<file path="src/rtl/seq_mult_param.sv">
// Radix-2 shift-add sequential multiplier with signed/unsigned mode and a
// start/busy/done handshake. Fixed latency of WIDTH+1 cycles from the accepting edge.
module seq_mult_param #(
  parameter int WIDTH = 8
) (
  input  logic               clk,
  input  logic               rst,
  input  logic               start,
  input  logic               signed_mode,
  input  logic [WIDTH-1:0]   a,
  input  logic [WIDTH-1:0]   b,
  output logic               busy,
  output logic               done,
  output logic [2*WIDTH-1:0] product,
  output logic [1:0]         state_o
);

  localparam int CW = $clog2(WIDTH + 1);

  // Handshake: start is honoured only on an edge where the unit is IDLE
  // (busy=0); done is a one-cycle pulse, and product holds until the next
  // accepted start.
  typedef enum logic [1:0] {
    S_IDLE = 2'd0,
    S_RUN  = 2'd1,
    S_FIX  = 2'd2
  } state_t;

  state_t             state_q;
  logic [WIDTH-1:0]   mcand_q;
  logic [WIDTH-1:0]   mplier_q;
  logic [2*WIDTH-1:0] acc_q;
  logic [2*WIDTH-1:0] product_q;
  logic [CW-1:0]      cnt_q;
  logic               neg_q;
  logic               busy_q;
  logic               done_q;

  logic [WIDTH-1:0]   mag_a_d;
  logic [WIDTH-1:0]   mag_b_d;
  logic               neg_d;
  logic [2*WIDTH:0]   sum_d;

  // Magnitudes are WIDTH-bit unsigned, so the most negative operand maps
  // cleanly onto 2^(WIDTH-1).
  always_comb begin
    mag_a_d = (signed_mode && a[WIDTH-1]) ? -a : a;
    mag_b_d = (signed_mode && b[WIDTH-1]) ? -b : b;
    neg_d   = signed_mode & (a[WIDTH-1] ^ b[WIDTH-1]);
    sum_d   = {1'b0, acc_q} +
              (mplier_q[0] ? {1'b0, mcand_q, {WIDTH{1'b0}}} : {(2*WIDTH+1){1'b0}});
  end

  always_ff @(posedge clk or posedge rst) begin
    if (rst) begin
      state_q   <= S_IDLE;
      mcand_q   <= '0;
      mplier_q  <= '0;
      acc_q     <= '0;
      product_q <= '0;
      cnt_q     <= '0;
      neg_q     <= 1'b0;
      busy_q    <= 1'b0;
      done_q    <= 1'b0;
    end else begin
      case (state_q)
        S_IDLE: begin
          done_q <= 1'b0;
          if (start) begin
            mcand_q  <= mag_a_d;
            mplier_q <= mag_b_d;
            neg_q    <= neg_d;
            acc_q    <= '0;
            cnt_q    <= '0;
            busy_q   <= 1'b1;
            state_q  <= S_RUN;
          end
        end
        S_RUN: begin
          // The extra top bit of sum_d is the carry, shifted back into acc.
          acc_q    <= sum_d[2*WIDTH:1];
          mplier_q <= mplier_q >> 1;
          cnt_q    <= cnt_q + 1'b1;
          if (cnt_q == CW'(WIDTH - 1)) begin
            state_q <= S_FIX;
          end
        end
        S_FIX: begin
          product_q <= neg_q ? -acc_q : acc_q;
          done_q    <= 1'b1;
          busy_q    <= 1'b0;
          state_q   <= S_IDLE;
        end
        default: begin
          busy_q  <= 1'b0;
          done_q  <= 1'b0;
          state_q <= S_IDLE;
        end
      endcase
    end
  end

  assign busy    = busy_q;
  assign done    = done_q;
  assign product = product_q;
  assign state_o = state_q;

endmodule

</file>
<file path="config.mk">
export PLATFORM = sky130hd
export DESIGN_NAME = seq_mult_param
export DESIGN_NICKNAME = d
export VERILOG_FILES = /design/src/rtl/seq_mult_param.sv
export SDC_FILE = /design/constraint.sdc
export NUM_CORES = 1
export LEC_CHECK = 0
export BUFFER_PORTS_ARGS = -buffer_cell sky130_fd_sc_hd__buf_2
export CAP_MARGIN = 20
export CORE_MARGIN = 8
export CORE_UTILIZATION = 25
export CTS_BUF_LIST = sky130_fd_sc_hd__clkbuf_4
export CTS_CLUSTER_SIZE = 10
export DETAILED_ROUTE_END_ITERATION = 6
export GPL_TIMING_DRIVEN = 0
export PLACE_DENSITY_LB_ADDON = 0.08
export SLEW_MARGIN = 0
export SYNTH_ARGS = -nofsm -noshare
export SYNTH_HDL_FRONTEND = slang
export SYNTH_SLANG_ARGS = --single-unit
</file>
<file path="constraint.sdc">
create_clock -name clk -period 1.95 [get_ports clk]
set_input_delay 0.2925 -clock clk [delete_from_list [all_inputs] [get_ports clk]]
set_output_delay 0.2925 -clock clk [all_outputs]
set_load 0.1 [all_outputs]
</file>
; ---- Word-level counts from Yosys, hierarchy flattened
; Index checks and enable logic that the tools add are counted.
[classes]
addsub = 5
n_eq_ne = 5
mux = 16
bitwise = 3
reduce_logical = 8
[op_table]
columns = op, n
row1 = 16-bit 2-to-1 mux, 3
row2 = 16-bit case mux with 2 select lines, 1
row3 = 8-bit 2-to-1 mux, 3
row4 = 16-bit by 16-bit adder with 17-bit output, 1
row5 = 16-bit negator, 1
row6 = 8-bit negator, 2
row7 = 8-bit case mux with 2 select lines, 1
row8 = 4-bit case mux with 2 select lines, 1
row9 = 2-bit AND reduction, 4
row10 = 4-bit by 1-bit adder with 4-bit output (second input constant), 1
row11 = 4-bit by 3-bit equality test with 1-bit output (second input constant), 1
row12 = 2-bit 2-to-1 mux, 2
row13 = 4-bit 2-to-1 mux, 1
row14 = 2-bit inequality test (second input constant), 2
row15 = 1-bit case mux with 2 select lines, 2
row16 = 2-bit case mux with 2 select lines, 1
row17 = 2-bit by 1-bit equality test with 1-bit output (second input constant), 1
row18 = 2-bit equality test (second input constant), 1
row19 = 1-bit logical AND, 2
row20 = 2-bit logical NOT, 1
row21 = 2-bit nonzero test, 1
row22 = 1-bit AND, 1
row23 = 1-bit 2-to-1 mux, 1
row24 = 1-bit NOT, 1
row25 = 1-bit bitwise XOR, 1
[word_totals]
register_bits = 57
word_cells = 46

; ---- Longest topological paths before layout
[logic_depth]
word_depth = 4
depth_mapped = 7

; ---- Worst setup path before layout
; Ideal clock, no wire load.
[synth_timing]
path_type = register -> register
from = reg state_q[1], in the netlist state_o[1]
to = reg acc_q[14]
setup_ps = 132
arrival_time_ps = 2039
setup_slack_ps = -220
stages_incl_launch_ff = 8
cell_sequence = dfrtp_1 -> clkbuf_1 -> nand2b_1 -> clkbuf_1 -> clkbuf_1 -> nor2_1 -> nand3_1 -> o211ai_1
[synth_via]
elab_chain_len = 3
[synth_rtl]
columns = item, line
row1 = from (decl), 29  ; state_t state_q;
row2 = from (signal assigned), 56  ; state_q <= S_IDLE;
row3 = from (signal assigned), 76  ; state_q <= S_RUN;
row4 = from (signal assigned), 85  ; state_q <= S_FIX;
row5 = 2-bit by 1-bit equality test with 1-bit output / 2-bit logical NOT (equally long branches), 66  ; case (state_q)
row6 = 2-bit nonzero test (no line) / 2-bit inequality test (equally long branches), -
row7 = 2-bit AND reduction (no line), -
row8 = to (signal assigned), 81  ; acc_q <= sum_d[2*WIDTH:1];
row9 = to (decl), 32  ; logic [2*WIDTH-1:0] acc_q;
; Parallel ways exist; a longest one is shown, timed or not.
; A chain may end at the register's enable or synchronous reset.

; ---- Final worst setup path
[layout_timing]
from = reg mplier_q[0]
to = reg acc_q[15]
[layout_via]
elab_chain_len = 3
[layout_rtl]
columns = item, line
row1 = from (decl), 31  ; logic [WIDTH-1:0] mplier_q;
row2 = from (signal assigned), 71  ; mplier_q <= mag_b_d;
row3 = from (signal assigned), 82  ; mplier_q <= mplier_q >> 1;
row4 = 16-bit 2-to-1 mux, 51  ; (mplier_q[0] ? {1'b0, mcand_q, {WIDTH{1'b0}}} : {(2*WIDTH+1){1'b0}});
row5 = 16-bit by 16-bit adder with 17-bit output, 50  ; sum_d = {1'b0, acc_q} +
row6 = 16-bit case mux with 2 select lines, 66
; Every way passes these cells.

==> results_dict.tcl <==
set metrics [dict create \
    worstHoldStart "a[7]" \
    synth_fp_nets 385 \
    first_pass_iters 4 \
    synth_cells 352 \
    wl_per_cell_um 14.58 \
    start_kind "flip-flop" \
    powerDensity_nw_per_um2 1699 \
    ys_ff_latch 57 \
    coreArea_um2 12620 \
    grt_setup_unrepaired "yes" \
    synthMuxAreaShare 0.01585 \
    maxCapViolCount 0 \
    drv_slew 0 \
    synthArstFlopShare 1.000 \
    drive_above_1_share 0.2295 \
    relSlewSlack 0.5141 \
    synth_top_family_by_area "compound AO/OA/AOI/OAI gates" \
    skew_ns 0.02135 \
    worst_ir_drop_vdd_mv 0.4537 \
    cts.sinks 57 \
    ys_warn_count 0 \
    gp_congestion 0.7491 \
    die_h_um 129.8 \
    required_ns 2.23 \
    grt_pass1_wl_um 14700 \
    hpwl_um 6418 \
    initial_core_util 0.2565 \
    crit_start "mplier_q[0]" \
    synth_enable_flop_cells 0 \
    p_leak_nw 1.798 \
    critPathKind "reg2reg" \
    synth-simple-area-share 0.1786 \
    hp-class "in2reg" \
    port_buffers 38 \
    drcViolationCount 0 \
    worst_pin_slew_ns 0.7289 \
    ios 40 \
    syn_avg_cell_area_um2 9.196 \
    crit_fanout 3 \
    max_freq_ghz 0.5189 \
    antenna_found_initial 1 \
    cts_buffers 9 \
    dieArea_um2 16840 \
    via_count 2677 \
    n_fill_cell 1390 \
    ff_latch_area_um2 1433 \
    track_usage 0.1124 \
    status "complete, no violations" \
    insertion_delay_ns 0.41 \
    multi_input_area_um2 1793 \
    htreeDepth 3 \
    synth_xor_area_frac 0.07306 \
    crit_path_end_kind "flip-flop" \
    fin_crit_sh 0.9884 \
    vias_per_cell 4.560 \
    power.total_mw 6.784 \
    grt_pass1_vias 2852 \
    reg2reg_from "mplier_q[0]" \
    min_period_ns 1.927 \
    ys_types 50 \
    grt_max_degree 31 \
    die_w_um 129.8 \
    syn2layout_area_growth_pct 23.39 \
    drt_iter0_drc 215 \
    clockBufferDepth 2 \
    synth_flop_cell "dfrtp_1" \
    arrival_ns 2.21 \
    cts_root_buf "clkbuf_4" \
    fin_setup_tns_ns 0 \
    grt_overflow 0 \
    drt.antenna.violating_nets 0 \
    setup_violations 0 \
    synthAdderAreaFrac 0.05257 \
    rows 41 \
    final_util 0.3165 \
    cts_tree "yes" \
    nets 442 \
    final_hold_viol_count 0 \
    clk_pin_slew_worst_paths_ns 0.09 \
    ys_seq_area_frac 0.4407 \
    synth_area_um2 3237 \
    synth_compound_area_frac 0.2029 \
    routed_wirelength_um 8561 \
]
cell usage after synthesis (2+ instances only):
cell type	count	area [µm²]
nor2b_1	4	25.02
or4_1	4	30.03
dfrtp_1	57	1426
nand2b_1	3	18.77
xor2_1	18	157.7
o21ai_1	5	25.02
a22oi_1	4	30.03
nand3_1	10	50.05
o41ai_2	3	48.80
a32o_1	2	20.02
a21oi_1	6	30.03
o31ai_1	5	37.54
a21o_1	3	22.52
a211o_1	4	35.03
nor3b_1	2	15.01
ha_1	12	150.1
o41ai_1	3	26.28
clkbuf_1	15	56.30
a32oi_1	2	17.52
nor2_1	14	52.55
o21ai_0	46	230.2
a31oi_1	2	12.51
xnor2_1	9	78.83
and2_1	10	62.56
or3_1	5	31.28
nand2_1	63	236.5
mux2i_1	4	40.04
nor3_1	5	25.02
inv_1	11	41.29
cells in the final DEF (no fill, tap or decap), types with 6 or more instances in the layout:
| cell | n |
|---|---|
| buf_4 | 8 |
| nand2_1 | 63 |
| inv_1 | 10 |
| clkbuf_1 | 7 |
| xor2_1 | 18 |
| o21ai_0 | 46 |
| buf_2 | 39 |
| xnor2_1 | 9 |
| and2_1 | 8 |
| dfrtp_1 | 52 |
| ha_1 | 6 |
| clkbuf_4 | 9 |
| clkbuf_2 | 6 |
| nor2_1 | 14 |
| nand3_1 | 10 |
| a21oi_1 | 6 |
layout make-up:
| class | instances | area share |
|---|---|---|
| flip-flops and latches | 57 | 0.3587 |
| well taps | 172 | 0.05388 |
| multi-input cells | 266 | 0.4489 |
| plain buffers | 16 | 0.01911 |
| diodes | 1 | 0.0006266 |
| repair buffers | 48 | 0.07018 |
| clock inverters | 7 | 0.02130 |
| inverters | 11 | 0.01034 |
| clock buffers | 9 | 0.01692 |
routing by layer:
metal / part of all wire / GRT usage / vias to the layer above
met4: 0.015 / 0.04713 / 0
met5: 0 / 0 / -
met1: 0.49 / 0.1471 / 1246
li1: - / - / 1365
met2: 0.46 / 0.1783 / 55
met3: 0.038 / 0.02122 / 11
state kept, by name, summed over array words and instances, names as in the netlist:
register,cells
acc_q,16
busy,1
cnt_q,4
done,1
mcand_q,8
mplier_q,8
neg_q,1
product,16
state_o,2
stage by stage:
step           setup WS, ns  std cells  hold WS [ns]  cell area, µm²
6_report            0.02266        587        0.1813            3994
3_5_place_dp        -0.2490        563        0.4215            3670
2_1_floorplan     0.0009469        352        0.4208            3244
3_3_place_gp        -0.8432        562        0.4575            3650
4_1_cts           0.0004070        586        0.1511            3959
5_1_grt            -0.04171        587        0.1530            3994
what timing repair did:
item                       4_1_cts  5_1_grt
resized for setup               17        5
pin swaps                        1        4
cloned                           0        0
setup endpoints to repair       30       28
hold endpoints to repair        27        0
hold buffers                     1        0
buffers inserted                 6        2
final timing paths:
kind	to	depth (start not counted)	slack, ns
min	mcand_q[7]	3	0.18
max in group asynchronous	mplier_q[0]	4	0.82
max reg2reg	acc_q[15]	7	0.02
min reg2reg	mcand_q[4]	2	0.48
min in group asynchronous	product[12]	3	0.51
max	acc_q[15]	7	0.02
worst max-delay path: stages (launching register included):
cell and delay [ns]:
dfrtp_2 0.43, and2_4 0.15, ha_4 0.16, fa_2 0.34, a21o_1 0.17, a311o_1 0.32
a211oi_2 0.19, nor2_1 0.07
power breakdown:
part	internal [mW]	leakage, nW	switching, mW	total (mW)
Sequential	1.65	0.717	0.447	2.10
Combinational	1.17	1.00	2.54	3.70
Clock	0.507	0.0808	0.471	0.979
cell families (layout without fill, tap and decap cells):
logic type / count (synthesis) / after routing
other: 0 / 1
and+or+nand+nor: 124 / 124
xor gates and xnor gates: 27 / 27
buffers and inverters: 29 / 91
muxes: 5 / 5
adders and majority gates: 13 / 13
DFF: 57 / 57
AOI/OAI and AO/OA: 97 / 97
Note: power is estimated with default switching activity, not from simulation.
